**src/rtl/accum_pkg.sv**
```systemverilog
// Shared types and widths for the accumulator unit.
package accum_pkg;

    localparam int unsigned DATA_W = 4;

    typedef enum logic [1:0] {
        S_IDLE   = 2'b00,
        S_SUM    = 2'b01,
        S_REPORT = 2'b10
    } state_t;

endpackage

```
**src/rtl/Parallel_Adder.sv**
```systemverilog
// 4-bit ripple-carry adder: S = A + B + C_in, with carry-out.
module Parallel_Adder (
    input  logic [3:0] A,
    input  logic [3:0] B,
    input  logic       C_in,
    output logic [3:0] S,
    output logic       C_out
);

    logic [4:0] carry;

    always_comb begin
        carry    = '0;
        S        = '0;
        carry[0] = C_in;
        for (int i = 0; i < 4; i++) begin
            S[i]       = A[i] ^ B[i] ^ carry[i];
            carry[i+1] = (A[i] & B[i]) | (carry[i] & (A[i] ^ B[i]));
        end
        C_out = carry[4];
    end

endmodule

```
**src/rtl/accum_unit.sv**
```systemverilog
// Registered accumulator around Parallel_Adder with valid/ready in and out
// and a saturating count of carry-out events.
module accum_unit
    import accum_pkg::*;
#(
    parameter int unsigned CNT_W = 4
) (
    input  logic              clk,
    input  logic              rst_n,
    input  logic              clear,
    input  logic              in_valid,
    output logic              in_ready,
    input  logic [DATA_W-1:0] in_data,
    output logic              out_valid,
    input  logic              out_ready,
    output logic [DATA_W-1:0] acc_out,
    output logic              carry_flag,
    output logic [CNT_W-1:0]  ovf_count
);

    localparam logic [CNT_W-1:0] OvfMax = '1;

    state_t            state_q;
    logic [DATA_W-1:0] op_q;
    logic [DATA_W-1:0] acc_q;
    logic              carry_q;
    logic [CNT_W-1:0]  ovf_q;

    logic [DATA_W-1:0] sum;
    logic              sum_carry;

    Parallel_Adder u_adder (
        .A     (acc_q),
        .B     (op_q),
        .C_in  (1'b0),
        .S     (sum),
        .C_out (sum_carry)
    );

    // clear takes priority over every handshake; op_q is left alone on clear.
    always_ff @(posedge clk or negedge rst_n) begin
        if (!rst_n) begin
            state_q <= S_IDLE;
            op_q    <= '0;
            acc_q   <= '0;
            carry_q <= 1'b0;
            ovf_q   <= '0;
        end else if (clear) begin
            state_q <= S_IDLE;
            acc_q   <= '0;
            carry_q <= 1'b0;
            ovf_q   <= '0;
        end else begin
            case (state_q)
                S_IDLE: begin
                    if (in_valid) begin
                        op_q    <= in_data;
                        state_q <= S_SUM;
                    end
                end
                S_SUM: begin
                    acc_q   <= sum;
                    carry_q <= sum_carry;
                    if (sum_carry && (ovf_q != OvfMax)) begin
                        ovf_q <= ovf_q + 1'b1;
                    end
                    state_q <= S_REPORT;
                end
                S_REPORT: begin
                    if (out_ready) begin
                        state_q <= S_IDLE;
                    end
                end
                default: state_q <= S_IDLE;
            endcase
        end
    end

    assign in_ready   = (state_q == S_IDLE) && !clear && rst_n;
    assign out_valid  = (state_q == S_REPORT) && !clear;
    assign acc_out    = acc_q;
    assign carry_flag = carry_q;
    assign ovf_count  = ovf_q;

endmodule

```
**config.mk**
```make
export PLATFORM = sky130hd
export DESIGN_NAME = accum_unit
export DESIGN_NICKNAME = d
export VERILOG_FILES = /design/src/rtl/accum_pkg.sv /design/src/rtl/Parallel_Adder.sv /design/src/rtl/accum_unit.sv
export SDC_FILE = /design/constraint.sdc
export NUM_CORES = 1
export LEC_CHECK = 0
export CAP_MARGIN = 30
export CORE_AREA = 5 5 48 50
export CTS_BUF_LIST = sky130_fd_sc_hd__clkbuf_2
export DETAILED_ROUTE_END_ITERATION = 16
export DIE_AREA = 0 0 53 55
export GPL_ROUTABILITY_DRIVEN = 0
export PLACE_DENSITY = 0.73
export RECOVER_POWER = 25
export SYNTH_ARGS = -nofsm -noshare
export SYNTH_HDL_FRONTEND = slang
export SYNTH_SLANG_ARGS = --single-unit
```
**constraint.sdc**
```tcl
create_clock -name clk -period 1.93 [get_ports clk]
set_input_delay 0.193 -clock clk [delete_from_list [all_inputs] [get_ports clk]]
set_output_delay 0.193 -clock clk [all_outputs]
set_load 0.05 [all_outputs]
```
* Yosys cells after proc, flatten, opt, wreduce, memory -nomap -nowiden
Cells that the tools add are included.
Storage, ports and cells: latch bits 0, input port bits 9, logic and storage cells 51, output and inout port bits 11, bits in read-only memories 0, register bits 15, RAM bits 0, memories 0
Cells by class: $lt $le $gt $ge 0, bitwise operators 18, multipliers 0, shifts and indexed selects 0, div/mod/pow operators 0, muxes and demuxes 11, reduce and logical (&&, ||, !) cells 11, add/subtract/negate cells 1, equal/unequal tests 5
Operator list (number):
- 2-to-1 mux 4 bit | 5
- AND 1 bit | 7
- bitwise XOR 1 bit | 7
- 2-to-1 mux 2 bit | 3
- inequality test 3 bit, second input constant | 2
- one-hot mux 2 bit (3 select lines) | 1
- adder 4 x 1 -> 4 bit, second input constant | 1
- logical AND 1 bit | 4
- inequality test 4 bit, second input constant | 1
- AND reduction 2 bit | 2
- nonzero test 2 bit | 2
- bitwise OR 1 bit | 3
- AND reduction 3 bit | 1
- == test 2 x 1 -> 1 bit, second input constant | 1
- == test 2 bit, second input constant | 1
- zero test 2 bit | 1
- 2-to-1 mux 1 bit | 2
- zero test 1 bit | 1
- inverter 1 bit | 1

* Longest topological paths before layout
Gate-level depths: netlist of the first run.
depth after elaboration 11, gate-level depth with buffers 7, depth with buffers taken out 7

* Cells and area by module
A second synthesis of the first run with hierarchy kept.
Unflattened totals: cell total of the unflattened synthesis 70, area, all modules 810.8 sq um
By module, submodules not included:
- accum_unit | area an instance 693.2 sq um, seq. area each 375.4 sq um, cells each 56, times used 1
- Parallel_Adder | area an instance 117.6 sq um, seq. area each 0.0 sq um, cells each 14, times used 1

* Worst setup path before layout of the first run
OpenSTA, ideal clock, no wires.
path kind register to register, start register acc_q[0] (netlist: acc_out[0]), end register ovf_q[1] (netlist: ovf_count[1]), path buffers 0, cell stages (with the launch flop) 8, library setup time 78 ps, data arrival time 2371 ps, path slack -519 ps, data required time 1852 ps, period minus slack after synthesis 2449 ps, cells stage by stage dfrtp_1 > ha_1 > fa_1 > fa_1 > fa_1 > nand3b_4 > o21ai_0 > a21oi_1
Between the ends: longest elaborated chain between the ends 10
Ends and longest elaborated chain:
- start: declaration | RTL line accum_unit.sv:25 | logic [DATA_W-1:0] acc_q;
- start signal: assignment | RTL line accum_unit.sv:62 | acc_q <= sum;
- AND 1 bit (2 in a row) | RTL line Parallel_Adder.sv:18 | carry[i+1] = (A[i] & B[i]) | (carry[i] & (A[i] ^ B[i]));
- bitwise OR 1 bit | RTL line Parallel_Adder.sv:18
- AND 1 bit | RTL line Parallel_Adder.sv:18
- bitwise OR 1 bit | RTL line Parallel_Adder.sv:18
- AND 1 bit | RTL line Parallel_Adder.sv:18
- bitwise OR 1 bit | RTL line Parallel_Adder.sv:18
- logical AND 1 bit | RTL line accum_unit.sv:64 | if (sum_carry && (ovf_q != OvfMax)) begin
- nonzero test 2 bit (no line)
- AND reduction 2 bit (no line)
- end signal: assignment | RTL line accum_unit.sv:65 | ovf_q <= ovf_q + 1'b1;
- end: declaration | RTL line accum_unit.sv:27 | logic [CNT_W-1:0] ovf_q;
No other way between the ends. A chain may end at the register's enable or synchronous reset.

* Final worst setup path of the first run
start register acc_q[0] (netlist: acc_out[0]), end register ovf_q[3] (netlist: ovf_count[3])
The elaborated chain is that of the path after synthesis.

==> flow_metrics.py, run 1 <==
metrics = {
    "synthesis": {
        "synthTopCellsByCount": "dfrtp_1, nor2_1, a21oi_1, mux2_4, mux2i_1",
        "synth.avg_cell_area_sq_um": 12.66,
        "async_reset_ff_frac": 1.000,
        "syn_inst": 60,
        "yosysMostFrequentCell": "dfrtp_1",
        "ys_warn_count": 0,
        "syn-cell-area_sq_um": 759.5,
        "yosysTopAreaCell": "dfrtp_1",
        "synthTopCellsByArea": "dfrtp_1, fa_1, mux2_4",
        "synth-main-ff-cell": "dfrtp_1",
        "ys_ff_latch": 15,
        "synth-seq-area-share": 0.4942,
        "synth_top_area_frac": 0.4942,
        "synth-edff-count": 0,
        "synth_fp_nets": 74,
        "ys_types": 25,
    },
    "sta": {
        "clock.fmax_ghz": 0.4811,
        "worst_pin_slew_ns": 0.7994,
        "setup_violations": 6,
        "hold_slack_ns": 0.5118,
        "finalCritPeriodShare": 1.077,
        "period_minus_slack_ns": 2.079,
        "drv_slew": 0,
        "fin_skew_ns": 0.01272,
        "layout_setup_ws_ns": -0.1485,
        "final_hold_viol_count": 0,
        "maxSlewHeadroom": 0.4671,
        "grt_setup_unrepaired": "yes",
    },
    "power_and_ir_drop": {
        "p_per_area_nw_per_um2": 657.2,
        "ir_drop_uv": 426.2,
        "p_leak_nw": 0.5357,
    },
    "min_path": {
        "hold_path_class": "input port to flip-flop",
        "whs_path_depth": 2,
        "min_to": "state_q[0]$_DFFE_PN0P_",
        "min-delay-start": "in_valid",
    },
    "detailed_routing": {
        "routed_wl_mm": 1.505,
        "dr.pass1.iters": 4,
        "initialDrtViolationCount": 15,
        "avgRoutedWirePerCell_um": 13.20,
        "num_vias": 565,
        "ant_nets": 0,
        "via_per_inst": 4.956,
        "drc": 0,
    },
    "grt": {
        "antenna_found_initial": 0,
        "grt_max_degree": 16,
        "gr-usage-all-layers": 0.1219,
        "grt-ovfl-total": 0,
        "grt_pass1_vias": 534,
        "grt_pass1_wl_mm": 2.484,
    },
    "clocking": {
        "clkSinkCount": 15,
        "holdBufCountCts": 0,
        "cts_buffers": 3,
        "insertion_delay_ns": 0.28,
        "clockRootBuffer": "clkbuf_2",
        "cts-htree-levels": 1,
        "cts_tree": "built",
        "clockBufferDepth": 2,
        "path_clk_slew_ns": 0.15,
    },
    "die": {
        "fp.dieW_um": 53,
        "die_y_um": 55,
        "fp-row-count": 16,
        "dieArea_sq_um": 2915,
        "initial_core_util": 0.4079,
        "io_pins": 20,
        "core_region_area_sq_um": 1862,
    },
    "layout": {
        "fin_util": 0.5914,
        "diodes": 0,
        "area_growth_pct": 44.98,
        "design_area_sq_um": 1101,
        "drive_gt1_frac": 0.2989,
        "fin_nets": 102,
        "instances_no_fill": 114,
    },
    "place": {
        "post-place-cells": 107,
        "port_buffers": 19,
        "postPlaceCellArea_sq_um": 1035,
        "place_ws_ns": -0.2106,
    },
    "setup_path": {
        "crit_arrival_ns": 2.26,
        "slowest_stage": "dfrtp_2",
        "crit_start": "acc_out[0]$_DFFE_PN0P_",
        "crit_required_ns": 2.11,
        "r2r_setup_slack_ns": -0.15,
        "cp_common_cell": "fa_2",
        "reg2reg_from": "acc_out[0]$_DFFE_PN0P_",
        "r2r-end": "ovf_count[3]$_DFFE_PN0P_",
        "endpoint_kind": "flip-flop",
        "critPathMaxFanout": 5,
        "cp-start-kind": "flip-flop",
        "ff2ff_path_depth": 7,
        "path_depth": 7,
        "cp_cell_sequence": "ha_4 > fa_2 > fa_2 > fa_2 > nand3b_4 > o311ai_1 > o41ai_1",
        "worstPathBufferInverterCount": 0,
        "cp_slowest_stage_delay_ns": 0.45,
        "critPathTopFamily": "adder cells",
        "worst-setup-path-type": "flip-flop to flip-flop",
    },
    "job": {
        "cap_violations": 0,
    },
    "run_status": {
        "status": "finished, violations left",
        "violations": "negative setup slack",
    },
}
## worst max path at each step
stage / slack [ns] / end
global placement: -0.15 / ovf_count[1]$_DFFE_PN0P_
floorplan: -0.28 / ovf_count[1]$_DFFE_PN0P_
detailed placement: -0.21 / ovf_count[0]$_DFFE_PN0P_
finish: -0.15 / ovf_count[3]$_DFFE_PN0P_
CTS: -0.16 / ovf_count[3]$_DFFE_PN0P_
global route: -0.22 / ovf_count[2]$_DFFE_PN0P_
## report_power, final
| part | switching (mW) | internal, mW | total, mW |
|---|---|---|---|
| Sequential | 0.0337 | 0.343 | 0.377 |
| Clock | 0.0982 | 0.0469 | 0.145 |
| Combinational | 0.0952 | 0.107 | 0.202 |
## per-layer routing
metal | global-route usage | up-vias | wire length, um
li1 | - | 272 | -
met1 | 0.1557 | 282 | 661
met2 | 0.1942 | 11 | 786
met3 | 0.03485 | 0 | 57
met4 | 0.05106 | 0 | 0
met5 | 0 | - | 0
## through the flow
| step | power (mW) | TNS [ns] |
|---|---|---|
| after detailed placement | 0.5718 | -0.9205 |
| after floorplan | 0.4981 | -1.511 |
| final | 0.7236 | -0.7455 |
| after global placement | 0.5656 | -0.7062 |
| after global routing | 0.7674 | -1.083 |
| after CTS | 0.7339 | -0.8012 |
## final cells by class
class | instances | area (sq um)
clock buffer | 3 | 15.01
sequential | 15 | 376.6
inverter | 2 | 7.507
fill | 160 | 760.7
tap | 27 | 33.78
clock inverter | 1 | 5.005
timing repair buffer | 25 | 255.2
multi-input combinational | 41 | 407.9
## state kept, by name, summed over array words and instances, names as in the netlist
register,count
acc_out,4
carry_flag,1
op_q,4
ovf_count,4
state_q,2
## cells in the final DEF (no fill, tap or decap), types with 2 or more instances in the layout
cell type	netlist	routed
a21oi_2	0	2
nor2_1	5	5
fa_2	0	3
o311ai_1	2	2
buf_4	0	4
o41ai_1	2	2
buf_12	0	2
a21oi_1	4	2
nand3b_4	1	2
mux2i_1	4	4
mux2_4	4	4
inv_1	2	2
clkdlybuf4s50_1	0	16
clkbuf_2	0	3
dfrtp_1	15	14
nand2_1	2	2
## what timing repair did
item | in CTS | in global routing
pin swaps | 3 | 1
cloned | 1 | 0
buffers inserted | 2 | 0
gates resized for setup | 4 | 2
endpoints found under the setup margin | 6 | 6
## cells by family after synthesis
family / count (synthesis) / share of synthesized area
and+or+nand+nor: 17 / 0.1401
buffers and inverters: 5 / 0.03624
DFF: 15 / 0.4942
AOI/OAI and AO/OA: 10 / 0.08568
muxes: 8 / 0.1318
adders and majority gates: 5 / 0.1120
No activity file was read; power rests on OpenSTA's default activity.
==> run 2, diff against run 1 <==
Settings changed: CTS_CLUSTER_SIZE set to 40.
==> results of run 2 <==
Final layout, timing and power as in run 1 (identical DEF).
==> run 3, diff against run 2 <==
Settings changed: ABC_CLOCK_PERIOD_IN_PS set to 1930.
==> results of run 3 <==
Final layout, timing and power as in run 1 (identical DEF).
